===== config.mk =====
export PLATFORM = sky130hd
export DESIGN_NAME = williams_blank_gen
export DESIGN_NICKNAME = d
export VERILOG_FILES = /design/src/rtl/williams_video_pkg.sv /design/src/rtl/williams_sync_edge.sv /design/src/rtl/williams_blank_gen.sv
export SDC_FILE = /design/constraint.sdc
export NUM_CORES = 1
export LEC_CHECK = 0
export ABC_AREA = 1
export BUFFER_PORTS_ARGS = -buffer_cell sky130_fd_sc_hd__buf_2
export CELL_PAD_IN_SITES_DETAIL_PLACEMENT = 0
export CELL_PAD_IN_SITES_GLOBAL_PLACEMENT = 1
export CORE_ASPECT_RATIO = 0.5
export CORE_MARGIN = 5
export CORE_UTILIZATION = 41
export DETAILED_ROUTE_END_ITERATION = 12
export HOLD_SLACK_MARGIN = 0.03
export PLACE_DENSITY = 0.71
export SLEW_MARGIN = 20
export SYNTH_ARGS = -nofsm -noshare
export SYNTH_HDL_FRONTEND = slang
export SYNTH_HIERARCHICAL = 1
export SYNTH_SLANG_ARGS = --single-unit

===== constraint.sdc =====
create_clock -name clk_sys -period 2.2 [get_ports clk_sys]
set_clock_uncertainty 0.15 [all_clocks]
set_input_delay 0.11 -clock clk_sys [delete_from_list [all_inputs] [get_ports clk_sys]]
set_output_delay 0.11 -clock clk_sys [all_outputs]
set_load 0.05 [all_outputs]

===== src/rtl/williams_video_pkg.sv =====
`default_nettype none
// ============================================================================
// Module   : williams_video_pkg
// Purpose  : Shared types and constants for the Williams video blanking path.
//            Provides the sync-lock state encoding, the raw counter width and
//            a saturating increment helper used by the position counters.
// Ports    : none (package)
// Revision : 1.0  initial release
// ============================================================================
package williams_video_pkg;

    localparam int               CNT_W   = 11;
    localparam logic [CNT_W-1:0] CNT_MAX = 11'h7FF;

    typedef enum logic [1:0] {
        UNLOCKED = 2'd0,
        TRACK    = 2'd1,
        LOCKED   = 2'd2
    } lock_state_t;

    // Counters stick at CNT_MAX so a missing sync is visible as a full-scale
    // value instead of wrapping back into a plausible-looking position.
    function automatic logic [CNT_W-1:0] sat_inc(input logic [CNT_W-1:0] v);
        return (v == CNT_MAX) ? v : v + 1'b1;
    endfunction

endpackage : williams_video_pkg
`default_nettype wire


===== src/rtl/williams_sync_edge.sv =====
`default_nettype none
// ============================================================================
// Module   : williams_sync_edge
// Purpose  : Registered rising-edge detector with a sample enable. The
//            history flop only advances when en_i is high, so an edge is
//            judged against the value seen at the previous enabled sample.
// Ports    : clk_i   in  clock
//            rst_i   in  asynchronous active-high reset (history cleared)
//            en_i    in  sample enable
//            d_i     in  level being watched
//            rise_o  out d_i high now, low at the previous enabled sample
// Revision : 1.0  initial release
// ============================================================================
module williams_sync_edge (
    input  logic clk_i,
    input  logic rst_i,
    input  logic en_i,
    input  logic d_i,
    output logic rise_o
);

    logic d_q;

    always_ff @(posedge clk_i or posedge rst_i) begin
        if (rst_i) begin
            d_q <= 1'b0;
        end else if (en_i) begin
            d_q <= d_i;
        end
    end

    assign rise_o = en_i & d_i & ~d_q;

endmodule : williams_sync_edge
`default_nettype wire


===== src/rtl/williams_blank_gen.sv =====
`default_nettype none
// ============================================================================
// Module   : williams_blank_gen
// Purpose  : Derives pixel enable, horizontal/vertical blanking and a sync
//            lock flag from the raw hs/vs of the Williams SoC. The picture
//            is force-blanked until the frame length has repeated
//            LOCK_FRAMES times in a row.
// Macro    : WILLIAMS_BLANK_MEASURE_EN adds the line_len / frame_lines
//            measurement outputs; without it they do not exist.
// Ports    : clk_sys     in  system clock
//            reset       in  asynchronous active-high reset
//            hs_in       in  horizontal sync, active high
//            vs_in       in  vertical sync, active high
//            ce_pix      out pixel enable (pixel counter LSB)
//            hblank      out horizontal blank (forced while unlocked)
//            vblank      out vertical blank (forced while unlocked)
//            locked      out sync geometry stable
//            line_len    out clk_sys cycles per line      (macro only)
//            frame_lines out lines per frame              (macro only)
// Revision : 1.0  initial release
// ============================================================================
module williams_blank_gen
    import williams_video_pkg::*;
#(
    parameter int H_START     = 336,
    parameter int H_END       = 40,
    parameter int V_START     = 246,
    parameter int V_END       = 6,
    parameter int LOCK_FRAMES = 4
) (
    input  logic        clk_sys,
    input  logic        reset,
    input  logic        hs_in,
    input  logic        vs_in,
    output logic        ce_pix,
    output logic        hblank,
    output logic        vblank,
    output logic        locked
`ifdef WILLIAMS_BLANK_MEASURE_EN
    ,
    output logic [10:0] line_len,
    output logic [10:0] frame_lines
`endif
);

    localparam logic [9:0]       c_h_start = 10'(H_START);
    localparam logic [9:0]       c_h_end   = 10'(H_END);
    localparam logic [CNT_W-1:0] c_v_start = CNT_W'(V_START);
    localparam logic [CNT_W-1:0] c_v_end   = CNT_W'(V_END);
    localparam logic [3:0]       c_lock_n  = 4'(LOCK_FRAMES);

    // ------------------------------------------------------------------
    // Sync edges. vs is only sampled on hs rising edges, so a vertical
    // edge always coincides with the first clock of a line.
    // ------------------------------------------------------------------
    logic hs_rise;
    logic vs_rise;

    williams_sync_edge u_hs_edge (
        .clk_i  (clk_sys),
        .rst_i  (reset),
        .en_i   (1'b1),
        .d_i    (hs_in),
        .rise_o (hs_rise)
    );

    williams_sync_edge u_vs_edge (
        .clk_i  (clk_sys),
        .rst_i  (reset),
        .en_i   (hs_rise),
        .d_i    (vs_in),
        .rise_o (vs_rise)
    );

    // ------------------------------------------------------------------
    // Position counters
    // ------------------------------------------------------------------
    logic [CNT_W-1:0] pcnt_q, pcnt_d;
    logic [CNT_W-1:0] lcnt_q, lcnt_d;
    logic             hb_q, hb_d;
    logic             vb_q, vb_d;

    always_comb begin
        pcnt_d = hs_rise ? '0 : sat_inc(pcnt_q);

        lcnt_d = lcnt_q;
        if (hs_rise) begin
            lcnt_d = vs_rise ? '0 : sat_inc(lcnt_q);
        end

        // Horizontal compare uses the pixel index (two clocks per pixel).
        hb_d = hb_q;
        if (pcnt_q[10:1] == c_h_start) begin
            hb_d = 1'b1;
        end else if (pcnt_q[10:1] == c_h_end) begin
            hb_d = 1'b0;
        end

        vb_d = vb_q;
        if (lcnt_q == c_v_start) begin
            vb_d = 1'b1;
        end else if (lcnt_q == c_v_end) begin
            vb_d = 1'b0;
        end
    end

    always_ff @(posedge clk_sys or posedge reset) begin
        if (reset) begin
            pcnt_q <= '0;
            lcnt_q <= '0;
            hb_q   <= 1'b1;
            vb_q   <= 1'b1;
        end else begin
            pcnt_q <= pcnt_d;
            lcnt_q <= lcnt_d;
            hb_q   <= hb_d;
            vb_q   <= vb_d;
        end
    end

    // ------------------------------------------------------------------
    // Lock tracking. The frame length is the number of lines since the
    // previous vertical edge; the one counted on this edge is included.
    // ------------------------------------------------------------------
    lock_state_t      state_q;
    logic [3:0]       match_q;
    logic [CNT_W-1:0] ref_q;
    logic             locked_q;
    logic [CNT_W-1:0] frame_len;
    logic [3:0]       match_inc;
    logic             sync_lost;

    assign frame_len = sat_inc(lcnt_q);
    assign match_inc = match_q + 4'd1;
    assign sync_lost = (pcnt_q == CNT_MAX) || (lcnt_q == CNT_MAX);

    always_ff @(posedge clk_sys or posedge reset) begin
        if (reset) begin
            state_q  <= UNLOCKED;
            match_q  <= '0;
            ref_q    <= '0;
            locked_q <= 1'b0;
        end else if (sync_lost) begin
            // A saturated counter means hs or vs has gone missing; this
            // outranks a vertical edge arriving in the same cycle.
            state_q  <= UNLOCKED;
            locked_q <= 1'b0;
        end else if (vs_rise) begin
            case (state_q)
                UNLOCKED: begin
                    ref_q    <= frame_len;
                    match_q  <= '0;
                    state_q  <= TRACK;
                    locked_q <= 1'b0;
                end
                TRACK: begin
                    if (frame_len == ref_q) begin
                        match_q <= match_inc;
                        if (match_inc == c_lock_n) begin
                            state_q  <= LOCKED;
                            locked_q <= 1'b1;
                        end
                    end else begin
                        ref_q   <= frame_len;
                        match_q <= '0;
                    end
                end
                LOCKED: begin
                    if (frame_len != ref_q) begin
                        ref_q    <= frame_len;
                        match_q  <= '0;
                        state_q  <= TRACK;
                        locked_q <= 1'b0;
                    end
                end
                default: begin
                    state_q  <= UNLOCKED;
                    locked_q <= 1'b0;
                end
            endcase
        end
    end

    // ------------------------------------------------------------------
    // Outputs
    // ------------------------------------------------------------------
    assign ce_pix = pcnt_q[0];
    assign hblank = hb_q | ~locked_q;
    assign vblank = vb_q | ~locked_q;
    assign locked = locked_q;

`ifdef WILLIAMS_BLANK_MEASURE_EN
    logic [CNT_W-1:0] line_len_q;
    logic [CNT_W-1:0] frame_lines_q;

    always_ff @(posedge clk_sys or posedge reset) begin
        if (reset) begin
            line_len_q    <= '0;
            frame_lines_q <= '0;
        end else begin
            if (hs_rise) begin
                line_len_q <= sat_inc(pcnt_q);
            end
            if (vs_rise) begin
                frame_lines_q <= frame_len;
            end
        end
    end

    assign line_len    = line_len_q;
    assign frame_lines = frame_lines_q;
`endif

    // A window whose start equals its end never opens or closes.
    always @(posedge clk_sys) begin
        assert ((H_START != H_END) && (V_START != V_END))
            else $error("williams_blank_gen: blank start equals blank end");
    end

endmodule : williams_blank_gen
`default_nettype wire


# Word-level counts from Yosys, hierarchy flattened
# Index checks and enable logic that the tools add are counted.
[totals]
register_bits = 44
out_inout_bits = 4
word_cells = 74
[op_classes]
n_addsub = 3
eq_ne = 17
muxes = 26
bitwise = 9
reduce_logical = 9
[op_table]
columns = ["cell", "count"]
rows = [
  ["$mux 11", 6],
  ["$pmux 11 s3", 1],
  ["$add 11x1->11 const B", 2],
  ["$eq 11x11->1 const B", 2],
  ["$pmux 4 s3", 1],
  ["$eq 11x11->1", 1],
  ["$eq 11x3->1 const B", 1],
  ["$eq 11x8->1 const B", 1],
  ["$ne 11x11->1", 1],
  ["$eq 10x6->1 const B", 1],
  ["$eq 10x9->1 const B", 1],
  ["$mux 2", 5],
  ["$mux 1", 9],
  ["$ne 3x3->1 const B", 3],
  ["$mux 4", 2],
  ["$reduce_and 4->1", 2],
  ["$ne 2x2->1 const B", 3],
  ["$pmux 2 s3", 1],
  ["$reduce_bool 2->1", 3],
  ["$reduce_and 5->1", 1],
  ["$add 4x1->4 const B", 1],
  ["$eq 4x3->1 const B", 1],
  ["$not 1->1", 4],
  ["$and 1x1->1", 3],
  ["7 further kinds", 8],
]

# Logic depth before layout (Yosys ltp)
[depth]
depth_word = 7
mapped_depth = 17

# By module
# Netlist, hierarchy kept.
[by_module_without_submodules]
columns = ["mod", "instances", "cells_per_inst", "area_per_inst_um2"]
rows = [
  ["williams_blank_gen", 1, 378, 2663.8],
  ["williams_sync_edge", 2, 7, 50.0],
]

# Least setup slack after synthesis
# OpenSTA, ideal clock, no wires.
[synth_path]
path_kind = "reg2reg"
startpoint = "register pcnt_q[0]"
endpoint = "register ref_q[4]"
t_arrival_ps = 2007
required_time_ps = 1933
slack_ps = -73
path_stages_with_launch = 14
path_buffers = 1
synth_period_minus_slack_ps = 2273
cell_sequence = "dfrtp_1 -> ha_1 -> inv_1 -> nor2_1 -> inv_1 -> nor4_1 -> nand2_1 -> nand2_1 -> a21oi_1 -> nand3_4 -> nor2_4 -> buf_6 -> nand2_1 -> nand2_1"
[synth_via]
elab_chain_cells = 4
[synth_lines]
columns = ["element", "line", "source"]
rows = [
  ["start, declared", "williams_blank_gen.sv:78", "logic [CNT_W-1:0] pcnt_q, pcnt_d;"],
  ["start signal, assigned", "williams_blank_gen.sv:114", "pcnt_q <= pcnt_d;"],
  ["$eq 11x11->1", "williams_blank_gen.sv:135", "assign sync_lost = (pcnt_q == CNT_MAX) || (lcnt_q == CNT_MAX);"],
  ["$logic_or 1x1->1", "williams_blank_gen.sv:135", ""],
  ["$not 1->1 (no source line)", "--", ""],
  ["$reduce_and 5->1 (no source line)", "--", ""],
  ["end signal, assigned", "williams_blank_gen.sv:151", "ref_q <= frame_len;"],
  ["end signal, assigned", "williams_blank_gen.sv:164", "ref_q <= frame_len;"],
  ["end signal, assigned", "williams_blank_gen.sv:170", "ref_q <= frame_len;"],
  ["end, declared", "williams_blank_gen.sv:127", "logic [CNT_W-1:0] ref_q;"],
]
# No other way between the ends.
# A chain may end at the register's enable or synchronous reset.

# Final worst setup path
[layout_path]
startpoint = "register lcnt_q[0]"
endpoint = "register ref_q[4]"
[layout_via]
elab_chain_cells = 5
elab_cells_between_ends = 13
[layout_lines]
columns = ["element", "line", "source"]
rows = [
  ["start, declared", "williams_blank_gen.sv:79", "logic [CNT_W-1:0] lcnt_q, lcnt_d;"],
  ["start signal, assigned", "williams_blank_gen.sv:115", "lcnt_q <= lcnt_d;"],
  ["$add 11x1->11 / $eq 11x11->1 (equally long branches)", "williams_video_pkg.sv:24, williams_blank_gen.sv:135", ""],
  ["$mux 11", "williams_video_pkg.sv:24", "return (v == CNT_MAX) ? v : v + 1'b1;"],
  ["$eq 11x11->1 / $ne 11x11->1 (equally long branches)", "williams_blank_gen.sv:157, williams_blank_gen.sv:169", ""],
  ["$ne 2x2->1 (no source line)", "--", ""],
  ["$reduce_and 5->1 (no source line)", "--", ""],
]
# Several ways; a longest one is shown, not always the timed one. The select of a mux whose other input is x is not followed.

==> flow_metrics.tcl <==
set metrics [dict create \
    synthToLayoutAreaGrowth_pct 38.7 \
    rsz0062_at_grt "true" \
    drt_iter0_markers 175 \
    dpl-instance-area_um2 3360 \
    synth-seq-cells 44 \
    cp.arrival_ns 2.49 \
    cts_made_buffers 5 \
    path_max_fanout 11 \
    path_delay_family "simple AND/OR/NAND/NOR gates" \
    syn_area_per_cell_um2 7.05 \
    cts_max_path_buffers 2 \
    io_buffers 7 \
    cts_root_buffer "clkbuf_16" \
    max_freq_mhz 406 \
    wl_per_cell_um 13.6 \
    setup_viol 18 \
    worstMarginPinSlew_ns 0.934 \
    grt_pass1_vias 2907 \
    cts.sinks 44 \
    worst_path_max_delay_cell "dfrtp_1" \
    drv_slew 0 \
    layout_commonest_cell "nand2_1" \
    die-area_um2 8580 \
    routed_wl_um 7640 \
    irDropWorstVdd_v 0.000488 \
    crit_chain "ha_2 > nand2_2 > nor2_4 > buf_4 > buf_4 > nand4_1 > nand2_1 > nand2_1 > nand2_1 > nand3_2 > nor2_4 > nand3_4 > nand3_4 > nor2_4 > buf_12 > nand2_1 > nand2_1" \
    core_area_um2 6620 \
    pre_cts_slack_ns -0.246 \
    max_slew_margin_pct 37.3 \
    p_per_area_nw_per_um2 1050 \
    status "finished, violations left" \
    leakagePower_uw 0.00190 \
    instances_no_fill 562 \
    fin_crit_sh_pct 112 \
    viasPerCell 4.92 \
    overflow 0 \
    drc 0 \
    final-seq-area_um2 1100 \
    placed_cells 542 \
    grt_pass1_wl_um 13600 \
    maxCapViolCount 0 \
    h-tree-depth 2 \
    critical_path_class "reg2reg" \
    cts_tree "yes" \
    ys_types 32 \
    ant_nets 0 \
    antenna_found_initial 0 \
    clkTransAtPathRegs_ns 0.07 \
    path_common_cell "nand2_1" \
    syn_inst 392 \
    first_pass_iters 4 \
    final_core_util_pct 57.9 \
    cp_num_buf_inv 3 \
    gp_congestion 0.833 \
    end_kind "register" \
    violations "negative setup slack" \
    r2r_slack_ns -0.26 \
    synth_area_um2 2760 \
    hold_ws_ns 0.0697 \
    die_x_um 126 \
    finalCriticalPeriod_ns 2.46 \
    ys_warn_count 6 \
    initial_utilization_pct 41.7 \
    layout_common_cells "94 x nand2_1, 64 x inv_1, 56 x buf_4" \
    rows 21 \
    clock_latency_ns 0.30 \
    fill_cells 645 \
    fin_nets 478 \
    finalHoldViolations 0 \
    critPathLaunchType "register" \
    io_pins 8 \
    grt.total_usage_pct 20.0 \
    layout-drive-gt1-share_pct 32.6 \
    hpwl_um 5730 \
    fin_ws_ns -0.262 \
    antenna_cells 0 \
    hold_path.class "in2async" \
    max_stage_delay_ns 0.36 \
    dr_total_vias 2763 \
    grt_max_degree 25 \
    stdcell_area_um2 3830 \
    yosysSeqAreaShare_pct 39.9 \
    multi_input_area_um2 1580 \
    die_height_um 68.1 \
    cp.required_ns 2.23 \
]
-- power by group --
| group | switching (uW) | total [uW] | internal (uW) |
|---|---|---|---|
| clock | 325 | 744 | 420 |
| sequential | 236 | 1280 | 1040 |
| combinational | 1140 | 1990 | 855 |
-- cell type report --
type	instances	share of cell area [%]
Multi-Input combinational cell	278	41.3
Tap cell	92	3.00
Clock buffer	6	3.36
Clock inverter	2	0.326
Timing Repair Buffer	75	16.8
Sequential cell	44	28.8
Inverter	65	6.36
-- synthesized netlist by cell type (all sizes together) --
| cell type | n | share of area, % |
|---|---|---|
| nand2 | 132 | 18 |
| inv | 65 | 8.8 |
| dfrtp | 42 | 38 |
| nand3 | 39 | 8.2 |
| nor2 | 32 | 5.4 |
| o21ai | 14 | 2.5 |
| o22ai | 9 | 2.0 |
| nor3 | 8 | 1.6 |
| a21oi | 7 | 1.3 |
| nand4 | 7 | 1.6 |
| nor4 | 7 | 1.6 |
| ha | 5 | 2.3 |
| buf | 4 | 1.5 |
| nand3b | 3 | 0.81 |
| xor2 | 3 | 0.95 |
| a211oi | 2 | 0.54 |
| a31oi | 2 | 0.45 |
| clkbuf | 2 | 0.27 |
| dfstp | 2 | 1.9 |
| xnor2 | 2 | 0.63 |
| a22oi | 1 | 0.27 |
| a32o | 1 | 0.36 |
| and2 | 1 | 0.23 |
| conb | 1 | 0.14 |
| or2 | 1 | 0.23 |
-- metal layers --
layer,track usage (%),part of all wire (%),up-vias
li1,-,-,1407
met1,25.4,47,1300
met2,34.7,47,43
met3,4.68,3.6,13
met4,6.42,1.7,0
met5,0,0,-
-- worst min-delay path, delay by kind of cell --
family	cells	cell delay, ns
buffers and inverters	3	0.74
-- cells by family after synthesis --
family	synth area share, %
other	0.136
AO/OA/AOI/OAI	7.47
buffers and inverters	10.6
adder cells (fa/ha/maj)	2.26
XOR/XNOR	1.58
flip-flops	39.9
AND/OR/NAND/NOR	38.0
-- final timing paths --
path	startpoint	end	cells after the start
worst max-delay path	lcnt_q[0]$_DFFE_PP0P_	ref_q[4]$_DFFE_PP0P_	17
worst min-delay path	reset	u_vs_edge/d_q$_DFFE_PP0P_	3
worst max register to register	lcnt_q[0]$_DFFE_PP0P_	ref_q[4]$_DFFE_PP0P_	17
worst min register to register	hb_q$_DFFE_PP1P_	hb_q$_DFFE_PP1P_	2
max in group asynchronous	reset	ref_q[7]$_DFFE_PP0P_	4
min in group clk_sys	hb_q$_DFFE_PP1P_	hb_q$_DFFE_PP1P_	2
-- flip-flops by register name (all words and copies together) (netlist names) --
name	count
vb_q	1
pcnt_q	11
hb_q	1
lcnt_q	11
locked	1
u_hs_edge/d_q	1
match_q	4
u_vs_edge/d_q	1
state_q	2
ref_q	11
-- through the flow --
stage	power (uW)	setup TNS [ns]
after floorplan	2300	0
after global placement	2980	-3.19
after detailed placement	3010	-3.89
after CTS	3860	-2.79
after global routing	4380	-8.07
final	4010	-4.09
-- timing repair --
item                       CTS  global route
setup endpoints to repair   18            19
hold endpoints to repair    24             0
gates cloned                 2             0
pin swaps                    5            25
gates resized for setup     29            35
hold buffers                 3             0
setup buffers                4             3
No activity file was read; power rests on OpenSTA's default activity.
